**config.mk**
```make
export PLATFORM = sky130hd
export DESIGN_NAME = uart_rx_buffer_flat
export DESIGN_NICKNAME = d
export VERILOG_FILES = /design/src/rtl/uart_rx_pkg.sv /design/src/rtl/uart_rx_buffer_if.sv /design/src/rtl/uart_rx_fifo.sv /design/src/rtl/uart_rx_buffer.sv /design/src/flat_wrapper.sv
export SDC_FILE = /design/constraint.sdc
export NUM_CORES = 1
export LEC_CHECK = 0
export CAP_MARGIN = 20
export CORE_ASPECT_RATIO = 1.25
export CORE_MARGIN = 1
export CORE_UTILIZATION = 53
export CTS_CLUSTER_DIAMETER = 30
export DETAILED_ROUTE_END_ITERATION = 10
export DONT_BUFFER_PORTS = 1
export PLACE_DENSITY = 0.66
export RECOVER_POWER = 100
export SLEW_MARGIN = 20
export SYNTH_ARGS = -nofsm -noshare
export SYNTH_HDL_FRONTEND = slang
export SYNTH_SLANG_ARGS = --single-unit
```
**constraint.sdc**
```tcl
create_clock -name clk -period 3 [get_ports clk]
set_input_delay 0.75 -clock clk [delete_from_list [all_inputs] [get_ports clk]]
set_output_delay 0.75 -clock clk [all_outputs]
set_load 0.02 [all_outputs]
```
**src/rtl/uart_rx_pkg.sv**
```systemverilog
// Shared types for the UART receive buffer: the stored entry layout and a helper
// that tells whether an entry carries a framing/parity error.
package uart_rx_pkg;

  localparam int UART_DATA_W = 8;

  typedef struct packed {
    logic [UART_DATA_W-1:0] data;
    logic                   perr;
    logic                   serr;
  } rx_entry_t;

  function automatic logic frame_err(input rx_entry_t e);
    return e.perr | e.serr;
  endfunction

endpackage

```
**src/rtl/uart_rx_buffer_if.sv**
```systemverilog
// UART-side capture signals plus the host-side valid/ready read port.
// master = the buffer, slave = the UART receiver / host driving it.
interface uart_rx_buffer_if;
  import uart_rx_pkg::*;

  logic [UART_DATA_W-1:0] data_out;
  logic                   data_ready;
  logic                   parity_error;
  logic                   stop_error;
  logic                   rd_valid;
  logic                   rd_ready;
  logic [UART_DATA_W-1:0] rd_data;
  logic                   rd_perr;
  logic                   rd_serr;

  modport master (
    input  data_out, data_ready, parity_error, stop_error, rd_ready,
    output rd_valid, rd_data, rd_perr, rd_serr
  );

  modport slave (
    output data_out, data_ready, parity_error, stop_error, rd_ready,
    input  rd_valid, rd_data, rd_perr, rd_serr
  );

endinterface

```
**src/rtl/uart_rx_fifo.sv**
```systemverilog
// Show-ahead synchronous FIFO of rx_entry_t. The head entry is kept in a register
// so it resets to zero and holds its last value while the FIFO is empty.
module uart_rx_fifo
  import uart_rx_pkg::*;
#(
  parameter  int DEPTH = 16,
  localparam int AW    = $clog2(DEPTH),
  localparam int CW    = $clog2(DEPTH + 1)
) (
  input  logic          clk,
  input  logic          reset,
  input  logic          wr_en,
  input  rx_entry_t     wr_data,
  input  logic          rd_en,
  output rx_entry_t     rd_data,
  output logic [CW-1:0] count,
  output logic          full,
  output logic          empty
);

  localparam logic [AW-1:0] PTR_ONE = AW'(1'b1);
  localparam logic [CW-1:0] CNT_ONE = CW'(1'b1);

  rx_entry_t     mem_r [DEPTH];
  rx_entry_t     head_r;
  logic [AW-1:0] wr_ptr_r;
  logic [AW-1:0] rd_ptr_r;
  logic [CW-1:0] count_r;
  logic [CW-1:0] count_nxt_s;
  logic          full_r;
  logic          empty_r;
  logic          wr_do_s;
  logic          rd_do_s;

  // Effective push/pop and next occupancy; a push into a full FIFO needs a same-cycle pop.
  always_comb begin
    rd_do_s     = rd_en && !empty_r;
    wr_do_s     = wr_en && (!full_r || rd_do_s);
    count_nxt_s = count_r;
    case ({wr_do_s, rd_do_s})
      2'b10:   count_nxt_s = count_r + CNT_ONE;
      2'b01:   count_nxt_s = count_r - CNT_ONE;
      default: count_nxt_s = count_r;
    endcase
  end

  // Storage array, no reset needed since only written slots are ever read.
  always_ff @(posedge clk) begin
    if (wr_do_s) begin
      mem_r[wr_ptr_r] <= wr_data;
    end
  end

  // Pointers, status and the registered head entry.
  always_ff @(posedge clk) begin
    if (reset) begin
      wr_ptr_r <= {AW{1'b0}};
      rd_ptr_r <= {AW{1'b0}};
      count_r  <= {CW{1'b0}};
      full_r   <= 1'b0;
      empty_r  <= 1'b1;
      head_r   <= '{data: {UART_DATA_W{1'b0}}, perr: 1'b0, serr: 1'b0};
    end else begin
      if (wr_do_s) wr_ptr_r <= wr_ptr_r + PTR_ONE;
      if (rd_do_s) rd_ptr_r <= rd_ptr_r + PTR_ONE;
      count_r <= count_nxt_s;
      full_r  <= (count_nxt_s == CW'(DEPTH));
      empty_r <= (count_nxt_s == {CW{1'b0}});
      // With one entry left and a push, the new head is the entry being written.
      if (rd_do_s) begin
        if (count_r > CNT_ONE) head_r <= mem_r[rd_ptr_r + PTR_ONE];
        else if (wr_do_s)      head_r <= wr_data;
      end else if (wr_do_s && empty_r) begin
        head_r <= wr_data;
      end
    end
  end

  assign rd_data = head_r;
  assign count   = count_r;
  assign full    = full_r;
  assign empty   = empty_r;

endmodule

```
**src/rtl/uart_rx_buffer.sv**
```systemverilog
// UART receive buffer: rising-edge capture of data_ready into a FIFO, sticky overflow
// and a saturating error counter. UART_RX_DROP_ERR_EN discards errored frames.
module uart_rx_buffer
  import uart_rx_pkg::*;
#(
  parameter  int DEPTH     = 16,
  parameter  int ERR_CNT_W = 8,
  localparam int CW        = $clog2(DEPTH + 1)
) (
  input  logic                 clk,
  input  logic                 reset,
  uart_rx_buffer_if.master     bus,
  input  logic                 clr_ovf,
  output logic [CW-1:0]        count,
  output logic                 full,
  output logic                 overflow,
  output logic [ERR_CNT_W-1:0] err_cnt
);

  localparam logic [ERR_CNT_W-1:0] ERR_ONE = ERR_CNT_W'(1'b1);
  localparam logic [ERR_CNT_W-1:0] ERR_MAX = {ERR_CNT_W{1'b1}};

  rx_entry_t            entry_s;
  rx_entry_t            head_s;
  logic                 dr_prev_r;
  logic                 capture_s;
  logic                 err_s;
  logic                 store_s;
  logic                 rd_en_s;
  logic                 wr_en_s;
  logic                 ovf_set_s;
  logic                 fifo_full_s;
  logic                 fifo_empty_s;
  logic                 overflow_r;
  logic [ERR_CNT_W-1:0] err_cnt_r;

  // Capture decode, write qualification and overflow detection.
  always_comb begin
    entry_s   = '{data: bus.data_out, perr: bus.parity_error, serr: bus.stop_error};
    capture_s = bus.data_ready && !dr_prev_r;
    err_s     = frame_err(entry_s);
    rd_en_s   = bus.rd_ready && !fifo_empty_s;
`ifdef UART_RX_DROP_ERR_EN
    store_s   = capture_s && !err_s;
`else
    store_s   = capture_s;
`endif
    wr_en_s   = store_s && (!fifo_full_s || rd_en_s);
    ovf_set_s = store_s && fifo_full_s && !rd_en_s;
  end

  // Edge-detect history (resets high so a held level is not captured), overflow, error count.
  always_ff @(posedge clk) begin
    if (reset) begin
      dr_prev_r  <= 1'b1;
      overflow_r <= 1'b0;
      err_cnt_r  <= {ERR_CNT_W{1'b0}};
    end else begin
      dr_prev_r <= bus.data_ready;
      if (ovf_set_s)    overflow_r <= 1'b1;
      else if (clr_ovf) overflow_r <= 1'b0;
      if (capture_s && err_s && (err_cnt_r != ERR_MAX)) begin
        err_cnt_r <= err_cnt_r + ERR_ONE;
      end
    end
  end

  uart_rx_fifo #(.DEPTH(DEPTH)) u_fifo (
    .clk     (clk),
    .reset   (reset),
    .wr_en   (wr_en_s),
    .wr_data (entry_s),
    .rd_en   (rd_en_s),
    .rd_data (head_s),
    .count   (count),
    .full    (fifo_full_s),
    .empty   (fifo_empty_s)
  );

  assign bus.rd_valid = !fifo_empty_s;
  assign bus.rd_data  = head_s.data;
`ifdef UART_RX_DROP_ERR_EN
  assign bus.rd_perr  = 1'b0;
  assign bus.rd_serr  = 1'b0;
`else
  assign bus.rd_perr  = head_s.perr;
  assign bus.rd_serr  = head_s.serr;
`endif
  assign full     = fifo_full_s;
  assign overflow = overflow_r;
  assign err_cnt  = err_cnt_r;

endmodule

```
**src/flat_wrapper.sv**
```systemverilog
// flat-port wrapper written by rule: the top's interface ports become plain ports
module uart_rx_buffer_flat import uart_rx_pkg::*;
#(
  parameter  int DEPTH     = 16,
  parameter  int ERR_CNT_W = 8,
  localparam int CW        = $clog2(DEPTH + 1)
)
  (clk, reset, clr_ovf, count, full, overflow, err_cnt, bus_data_out, bus_data_ready, bus_parity_error, bus_stop_error, bus_rd_ready, bus_rd_valid, bus_rd_data, bus_rd_perr, bus_rd_serr);
  uart_rx_buffer_if bus_i ();
  input  logic clk;
  input  logic reset;
  input  logic clr_ovf;
  output logic [CW-1:0] count;
  output logic full;
  output logic overflow;
  output logic [ERR_CNT_W-1:0] err_cnt;
  input wire logic [$bits(bus_i.data_out)-1:0] bus_data_out;
  input wire logic [$bits(bus_i.data_ready)-1:0] bus_data_ready;
  input wire logic [$bits(bus_i.parity_error)-1:0] bus_parity_error;
  input wire logic [$bits(bus_i.stop_error)-1:0] bus_stop_error;
  input wire logic [$bits(bus_i.rd_ready)-1:0] bus_rd_ready;
  output wire logic [$bits(bus_i.rd_valid)-1:0] bus_rd_valid;
  output wire logic [$bits(bus_i.rd_data)-1:0] bus_rd_data;
  output wire logic [$bits(bus_i.rd_perr)-1:0] bus_rd_perr;
  output wire logic [$bits(bus_i.rd_serr)-1:0] bus_rd_serr;
  assign bus_i.data_out = bus_data_out;
  assign bus_i.data_ready = bus_data_ready;
  assign bus_i.parity_error = bus_parity_error;
  assign bus_i.stop_error = bus_stop_error;
  assign bus_i.rd_ready = bus_rd_ready;
  assign bus_rd_valid = bus_i.rd_valid;
  assign bus_rd_data = bus_i.rd_data;
  assign bus_rd_perr = bus_i.rd_perr;
  assign bus_rd_serr = bus_i.rd_serr;
  uart_rx_buffer #(.DEPTH(DEPTH), .ERR_CNT_W(ERR_CNT_W)) u_core (.clk(clk), .reset(reset), .bus(bus_i), .clr_ovf(clr_ovf), .count(count), .full(full), .overflow(overflow), .err_cnt(err_cnt));
endmodule
```
Word-level counts from Yosys, hierarchy flattened
Memories as Yosys holds them, arrays and structs flattened.
Index checks and enable logic that the tools add are counted.

operators by class
  $add $sub $neg = 5
  magnitude comparators = 1
  equality and inequality tests = 5
  bitwise logic cells = 1
  reductions and logical operators = 20
  mux-type cells = 9

operators with widths
  operator               number
  $mux W10               4
  $logic_and A1 B1 Y1    10
  $pmux W5 S2            1
  $add A4 B1 Y4 const B  2
  $add A8 B1 Y8 const B  1
  $ne A8 B8 Y1 const B   1
  $add A5 B1 Y5 const B  1
  $eq A5 B5 Y1 const B   1
  $gt A5 B1 Y1 const B   1
  $logic_not A5 Y1       1
  $sub A5 B1 Y5 const B  1
  $logic_not A1 Y1       4
  $mux W1                4
  $reduce_bool A2 Y1     2
  $ne A3 B2 Y1 const B   1
  $eq A2 B1 Y1 const B   1
  $eq A2 B2 Y1 const B   1
  $logic_or A1 B1 Y1     2
  $reduce_and A2 Y1      1
  $or A1 B1 Y1           1

storage, ports and cells
  flip-flop bits (word level) = 35
  RAM bits = 160
  input port bits = 15
  memories = 1
  logic and storage cells = 53
  output and inout port bits = 26

memory list
  name                 depth  bits a word  rd ports  clocked after Yosys merged registers in  wr ports  RTL line            text
  u_core.u_fifo.mem_r  16     10           1         0                                        1         uart_rx_fifo.sv:24  rx_entry_t mem_r [DEPTH];

Logic depth before layout (Yosys ltp)
Gate-level depths: netlist of the first run.

  depth after elaboration = 8
  gate-level depth with buffers = 11
  mapped depth without buffers = 9

Cells and area by module
Synthesis of the first run repeated with hierarchy kept, for this count alone.

unflattened totals
  cells, all modules = 533
  area, all modules = 8,175.3 µm²

by module, submodules not included
  module          cells each  area an instance (µm²)  sequential area each (µm²)  instances
  uart_rx_fifo    470         7,642.3                 5,305.1                     1
  uart_rx_buffer  63          533.0                   200.2                       1

Least setup slack after synthesis of the first run
Ideal clock, no wire load.

  path kind = input -> register
  start = input bus_data_ready
  end = register u_core.u_fifo.full_r (netlist: u_core.u_fifo.full)
  data arrival time = 2.666 ns
  stages = 9
  library setup time = 0.065 ns
  setup slack = 0.269 ns
  buffers on the path = 1
  required time = 2.935 ns
  cell sequence = nor2b_1 -> a21boi_2 -> inv_1 -> ha_1 -> clkbuf_1 -> a221oi_2 -> o21ai_1 -> nor4b_2 -> nor2b_1

between the ends
  cells in the longest elaborated chain, start to end = 6
  elaborated cells between the ends (all ways) = 7
  those cells by class = eq/ne: 3; mux: 1; reduce/logical: 3

ends and longest elaborated chain
  element                                              RTL line              text
  from (decl)                                          flat_wrapper.sv:18    input wire logic [$bits(bus_i.data_ready)-1:0] bus_data_ready;
  $logic_and A1 B1 Y1 *                                uart_rx_buffer.sv:40  capture_s = bus.data_ready && !dr_prev_r;
  $logic_and A1 B1 Y1 *                                uart_rx_buffer.sv:48  wr_en_s = store_s && (!fifo_full_s || rd_en_s);
  $logic_and A1 B1 Y1 *                                uart_rx_fifo.sv:38    wr_do_s = wr_en && (!full_r || rd_do_s);
  via u_core.u_fifo.wr_do_s                            uart_rx_fifo.sv:32    logic wr_do_s;
  $eq A2 B1 Y1 / $eq A2 B2 Y1 (equally long branches)  uart_rx_fifo.sv:40    case ({wr_do_s, rd_do_s})
  $pmux W5 S2 *                                        uart_rx_fifo.sv:40
  $eq A5 B5 Y1 *                                       uart_rx_fifo.sv:67    full_r <= (count_nxt_s == CW'(DEPTH));
  to (signal assigned)                                 uart_rx_fifo.sv:67
  to (decl)                                            uart_rx_fifo.sv:30    logic full_r;

The timed path passes the listed nets; every way through them passes the cells marked *.
A chain may end at the register's enable or synchronous reset.

Worst setup path in the final report of the first run
  start = register u_core.u_fifo.empty_r (netlist: u_core.u_fifo.empty)
  end = memory u_core.u_fifo.mem_r[3][8] (netlist bit), enable pin

between the ends
  cells in the longest elaborated chain, start to end = 7
  elaborated cells between the ends (all ways) = 9
  those cells by class = mux: 2; reduce/logical: 7

ends and longest elaborated chain
  element                                                           RTL line                                  text
  from (decl)                                                       uart_rx_fifo.sv:31                        logic empty_r;
  from (signal assigned)                                            uart_rx_fifo.sv:68                        empty_r <= (count_nxt_s == {CW{1'b0}});
  $logic_not A1 Y1 *                                                uart_rx_fifo.sv:37, uart_rx_buffer.sv:42
  $logic_and A1 B1 Y1                                               uart_rx_buffer.sv:42                      rd_en_s = bus.rd_ready && !fifo_empty_s;
  $logic_or A1 B1 Y1 / $logic_and A1 B1 Y1 (equally long branches)  uart_rx_buffer.sv:48, uart_rx_fifo.sv:37
  $logic_and A1 B1 Y1 / $logic_or A1 B1 Y1 (equally long branches)  uart_rx_buffer.sv:48, uart_rx_fifo.sv:38
  $logic_and A1 B1 Y1 *                                             uart_rx_fifo.sv:38
  via u_core.u_fifo.wr_do_s                                         uart_rx_fifo.sv:32
  $mux W1 *                                                         uart_rx_fifo.sv:49                        if (wr_do_s) begin
  $mux W1 (implied by the code) *                                   uart_rx_fifo.sv:50                        mem_r[wr_ptr_r] <= wr_data;
  to (decl)                                                         uart_rx_fifo.sv:24

Marked as above.

==> results.json, run 1 <==
{
  "port_buffers": 0,
  "rsz0062_at_grt": "false",
  "drv_slew": 0,
  "top_usage_layer": "met2",
  "post-route-period-util": 0.873,
  "p_leak_uw": 0.00278,
  "yosys-top-cells-area": "edfxtp_1 60%, dfxtp_1 8.8%, mux4_2 5.6%",
  "seq_area_frac_synth": 0.689,
  "gp_congestion": 0.796,
  "clock_sinks": 195,
  "n_antenna_cell": 0,
  "num_vias": 4394,
  "yosys-top-cells-count": "160 x edfxtp_1, 44 x mux2i_1, 35 x dfxtp_1",
  "drcViolationCount": 0,
  "peakVddDrop_mv": 0.452,
  "dp_hpwl_um": 9970,
  "worst_setup_path_start_kind": "flop",
  "tritoncts": "built",
  "sw_frac_of_total": 0.200,
  "criticalPathCategory": "flop to flop",
  "die-area_mm2": 0.0156,
  "die_x_um": 112,
  "outcome": "completed",
  "drive_gt1_frac": 0.121,
  "drtIter0Drc": 325,
  "clock_latency_ns": 0.43,
  "min_path_type": "input pin to flop",
  "num_rows": 49,
  "postRouteAntennaNets": 0,
  "areaGrowthSynthToFinish_pct": 9.87,
  "antenna_found_initial": 0,
  "final_cells": 723,
  "clockBufferDepth": 2,
  "wl_um": 16100,
  "viasPerCell": 6.08,
  "h-tree-depth": 4,
  "fmax_mhz": 382,
  "power_density_mw_per_mm2": 625,
  "max_slew.worst_pin.slew_ns": 1.25,
  "cts-root-buf": "clkbuf_16",
  "ys_warn_count": 0,
  "synth_most_common_cell": "edfxtp_1",
  "min_path_cells": 1,
  "core-area_mm2": 0.0145,
  "end_kind": "flop",
  "post-cts-setup-buffers": 0,
  "p_sw_uw": 1100,
  "use_met3": 0.0557,
  "cts-buffers-inserted": 17,
  "synth_cell_types": 47,
  "synth_cells": 517,
  "setup_violations": 0,
  "synthesis.area_mm2": 0.00799,
  "synth-seq-cells": 195,
  "setup-tns-final_ns": 0,
  "fin_crit_ns": 2.62,
  "final_core_util": 0.604,
  "die_y_um": 139,
  "grt_pass1_vias": 4394,
  "dp.cells": 691,
  "grt_pass1_wl_um": 24700,
  "hold_buffers": 0,
  "yosys.area.top_type_share": 0.602,
  "pwr-share-seq": 0.547,
  "grt_util_all_layers": 0.217,
  "relSlewSlack": 0.163,
  "finalHoldViolCount": 0,
  "met1_usage": 0.285,
  "crit_fanout": 10,
  "cts_resized": 0,
  "syn-num-nets": 543,
  "total_power_uw": 5490,
  "p_clk_frac": 0.410,
  "synth_edf_count": 160,
  "drt-pass1-iter-count": 5,
  "grt_use_met2": 0.350,
  "start_util": 0.550,
  "crit_required_ns": 3.06,
  "clkTransAtPathRegs_ns": 0.06,
  "arrival_ns": 2.67,
  "reg2regPathDepth": 6,
  "async_reset_ff_frac": 0,
  "grt_max_degree": 43,
  "nNetsFinal": 558,
  "maxCapViolCount": 0,
  "globalRoute.totalOverflow": 0,
  "p_int_uw": 4390,
  "syn_avg_cell_area_um2": 15.4,
  "io_pins": 41,
  "finClkSkew_ns": 0.00913,
  "synth_top_area_cell": "edfxtp_1",
  "post_drt_wl_per_cell_um": 22.2,
  "synthFlopType": "edfxtp_1",
  "combPwrFrac": 0.043
}
## power by group through the flow
stage | registers [uW] | clock network, uW | logic, uW
floorplan | 3050 | 0 | 195
CTS | 3000 | 2270 | 239
finish | 3000 | 2250 | 237
global placement | 3060 | 0 | 233
global route | 3000 | 2370 | 256
detailed placement | 3060 | 0 | 239
## layout make-up
cell class                 count  area [um2]
tap                          178         223
multi-input combinational    281        2280
timing repair buffer          25         135
fill                        1057        5760
clock buffer                  22         454
sequential                   195        5510
inverter                      12        45.0
clock inverter                10         133
## metrics by stage
stage / cell area, um2 / setup WS (ns) / hold WS, ns
floorplan: 7990 / 0.269 / 0.474
global placement: 8270 / 0.323 / 0.532
detailed placement: 8270 / 0.204 / 0.542
CTS: 8850 / 0.531 / 0.364
global route: 8770 / 0.136 / 0.373
finish: 8770 / 0.381 / 0.388
## cell usage in the layout (no fill, tap or decap), types with 5 or more instances in the layout
cell type  count
nor2_1        34
clkbuf_16     17
o21ai_0        5
mux4_2        20
nor3_1         6
buf_4          6
nand4_1        6
a21oi_1       17
a22oi_1       20
xor2_1         9
ha_1          10
nand3_1       15
inv_1         12
clkbuf_1      20
nor2b_1        7
a31oi_1       11
o221ai_1      11
nand2_1       25
dfxtp_1       35
mux2i_1       44
edfxtp_1     160
## kinds of logic after synthesis
group / after synthesis / synth area share
xor gates and xnor gates: 14 / 0.0163
AOI/OAI and AO/OA: 80 / 0.0716
buffers and inverters: 41 / 0.0251
adders and majority gates: 11 / 0.0172
and+or+nand+nor: 112 / 0.0689
DFF: 195 / 0.689
muxes: 64 / 0.112
## sequential cells by signal, summed over array words and instances (netlist names)
signal                  count
u_core.u_fifo.full          1
u_core.err_cnt              8
u_core.u_fifo.rd_data      10
u_core.u_fifo.mem_r       160
u_core.overflow             1
u_core.dr_prev_r            1
u_core.u_fifo.rd_ptr_r      4
u_core.u_fifo.count         5
u_core.u_fifo.empty         1
u_core.u_fifo.wr_ptr_r      4
## per-layer routing
metal | up-vias | wire (um) | share of wire
li1 | 2035 | - | -
met3 | 22 | 922 | 0.057
met2 | 154 | 7930 | 0.49
met1 | 2183 | 6900 | 0.43
met4 | 0 | 309 | 0.019
met5 | - | 0 | 0
## path summary, 6_finish.rpt
kind | startpoint | slack [ns] | end
max | u_core.u_fifo.empty | 0.38 | u_core.u_fifo.mem_r[3][8]
min | reset | 0.39 | u_core.u_fifo.rd_ptr_r[0]
max reg2reg | u_core.u_fifo.empty | 0.38 | u_core.u_fifo.mem_r[3][8]
min reg2reg | u_core.u_fifo.rd_ptr_r[1] | 0.53 | u_core.u_fifo.rd_ptr_r[1]
## worst max-delay path: stages, from the launching register on
cell	delay (ns)
dfxtp_1	0.32
nand2b_1	0.27
a21boi_0	0.28
clkbuf_1	0.36
nand2_1	0.26
nor3_1	0.18
clkbuf_1	0.57
Note: power is estimated with default switching activity, not from simulation.
==> run 2: changes to the inputs <==
Settings changed: MAX_ROUTING_LAYER set to met4.
==> run 2 against run 1 <==
Effect of this change: routed wire length shrank 0.50%; total power is essentially flat; final cell count is the same; die area is the same; fmax grew 0.65%; clock skew shrank 0.0018 ns; critical path type unchanged; clock-buffer cell count is the same; global-route usage grew 0.72 points; combinational power is essentially flat; sequential power is essentially flat; flip-flop and latch count is the same.
==> results.json, run 2 (synthesis gave the netlist of run 1 again) <==
{
  "path_cells": "nand2b_1, a21boi_0, clkbuf_1, nand2_1, nor2_1, clkbuf_1",
  "wl_um": 16000,
  "setup_violations": 0,
  "viasPerCell": 6.06,
  "post-route-period-util": 0.867,
  "power_density_mw_per_mm2": 625,
  "maxCapViolCount": 0,
  "grt_max_degree": 43,
  "cts-root-buf": "clkbuf_16",
  "arrival_ns": 2.65,
  "regMostFlops": "u_core.u_fifo.mem_r",
  "num_vias": 4383,
  "die_x_um": 112,
  "globalRoute.totalOverflow": 0,
  "num_rows": 49,
  "io_pins": 41,
  "max_slew.worst_pin.slew_ns": 1.26,
  "outcome": "completed",
  "p_leak_uw": 0.00278,
  "start_util": 0.550,
  "final_common_cell": "edfxtp_1",
  "drtIter0Drc": 330,
  "fmax_mhz": 384,
  "crit_fanout": 10,
  "clock_sinks": 195,
  "largest_reg_flops": 160,
  "h-tree-depth": 4,
  "cts-buffers-inserted": 17,
  "fin_crit_ns": 2.60,
  "clockBufferDepth": 2,
  "setup-tns-final_ns": 0,
  "rsz0062_at_grt": "false",
  "peakVddDrop_mv": 0.455,
  "cts_resized": 0,
  "worst_setup_path_start_kind": "flop",
  "antenna_found_initial": 0,
  "n_antenna_cell": 0,
  "crit_slowest_cell": "clkbuf_1",
  "timing.final.ws_setup_ns": 0.398,
  "drv_slew": 0,
  "clkTransAtPathRegs_ns": 0.06,
  "crit_required_ns": 3.05,
  "finClkSkew_ns": 0.00730,
  "criticalPathCategory": "flop to flop",
  "finalHoldViolCount": 0,
  "dp_hpwl_um": 9970,
  "drive_gt1_frac": 0.121,
  "die_y_um": 139,
  "min_path_type": "input pin to flop",
  "relSlewSlack": 0.160,
  "layout_common_cells": "160 x edfxtp_1, 44 x mux2i_1, 35 x dfxtp_1, 34 x nor2_1, 25 x nand2_1",
  "port_buffers": 0,
  "cpPeakStageDelay_ns": 0.59,
  "dp_slack_ns": 0.204,
  "drcViolationCount": 0,
  "core-area_mm2": 0.0145,
  "clock_latency_ns": 0.43,
  "drt-pass1-iter-count": 5,
  "post_drt_wl_per_cell_um": 22.1,
  "post-cts-setup-buffers": 0,
  "cpMostUsedCell": "clkbuf_1",
  "hold_buffers": 0,
  "gp_congestion": 0.811,
  "postRouteAntennaNets": 0,
  "nNetsFinal": 558,
  "grt_pass1_wl_um": 24800,
  "areaGrowthSynthToFinish_pct": 9.87,
  "end_kind": "flop",
  "grt_util_all_layers": 0.224,
  "die-area_mm2": 0.0156,
  "tritoncts": "built",
  "grt_pass1_vias": 4388
}
==> run 2: cell counts in the layout (fill, tap and decap cells not counted) <==
No cell type changed its count.
==> run 2: per-stage QoR <==
| stage | utilization | cell area (um2) | power (uW) | instances | hold slack (ns) |
|---|---|---|---|---|---|
| 2_1_floorplan | - | 7990 | 3240 | 517 | 0.474 |
| 3_3_place_gp | 0.569 | 8270 | 3290 | 691 | 0.532 |
| 3_5_place_dp | 0.569 | 8270 | 3300 | 691 | 0.542 |
| 4_1_cts | 0.609 | 8850 | 5510 | 723 | 0.364 |
| 5_1_grt | 0.604 | 8770 | 5630 | 723 | 0.374 |
| 6_report | 0.604 | 8770 | 5480 | 723 | 0.387 |
==> run 2: worst max-delay path, delay by kind of cell (launching register included) <==
kind | cells | cell delay, ns
DFF | 1 | 0.32
AOI/OAI and AO/OA | 1 | 0.28
and+or+nand+nor | 3 | 0.66
buffers and inverters | 2 | 0.95
==> run 2: final cells by class <==
type                            count  area (um2)
Clock buffer                       22         454
Clock inverter                     10         133
Fill cell                        1057        5760
Inverter                           12        45.0
Multi-Input combinational cell    281        2280
Sequential cell                   195        5510
Tap cell                          178         223
Timing Repair Buffer               25         135
==> run 2: final timing paths <==
kind / start / slack, ns / cells after the start / end
worst min register to register: u_core.u_fifo.rd_ptr_r[1] / 0.53 / 2 / u_core.u_fifo.rd_ptr_r[1]
worst max register to register: u_core.u_fifo.empty / 0.40 / 6 / u_core.u_fifo.mem_r[15][0]
worst min-delay path: reset / 0.39 / 1 / u_core.u_fifo.rd_ptr_r[0]
worst max-delay path: u_core.u_fifo.empty / 0.40 / 6 / u_core.u_fifo.mem_r[15][0]
==> run 2: power by group <==
part	leakage [uW]	internal [uW]	switching [uW]
registers	0.00172	2950	49.5
logic	0.000772	108	128
clock network	0.000282	1330	916
==> run 2: metal layers <==
metal | up-vias | global-route usage | share of wire
met1 | 2215 | 0.288 | 0.43
met4 | 0 | 0.0797 | 0.019
met2 | 109 | 0.349 | 0.50
met3 | 28 | 0.0544 | 0.050
li1 | 2031 | - | -
met5 | - | - | 0
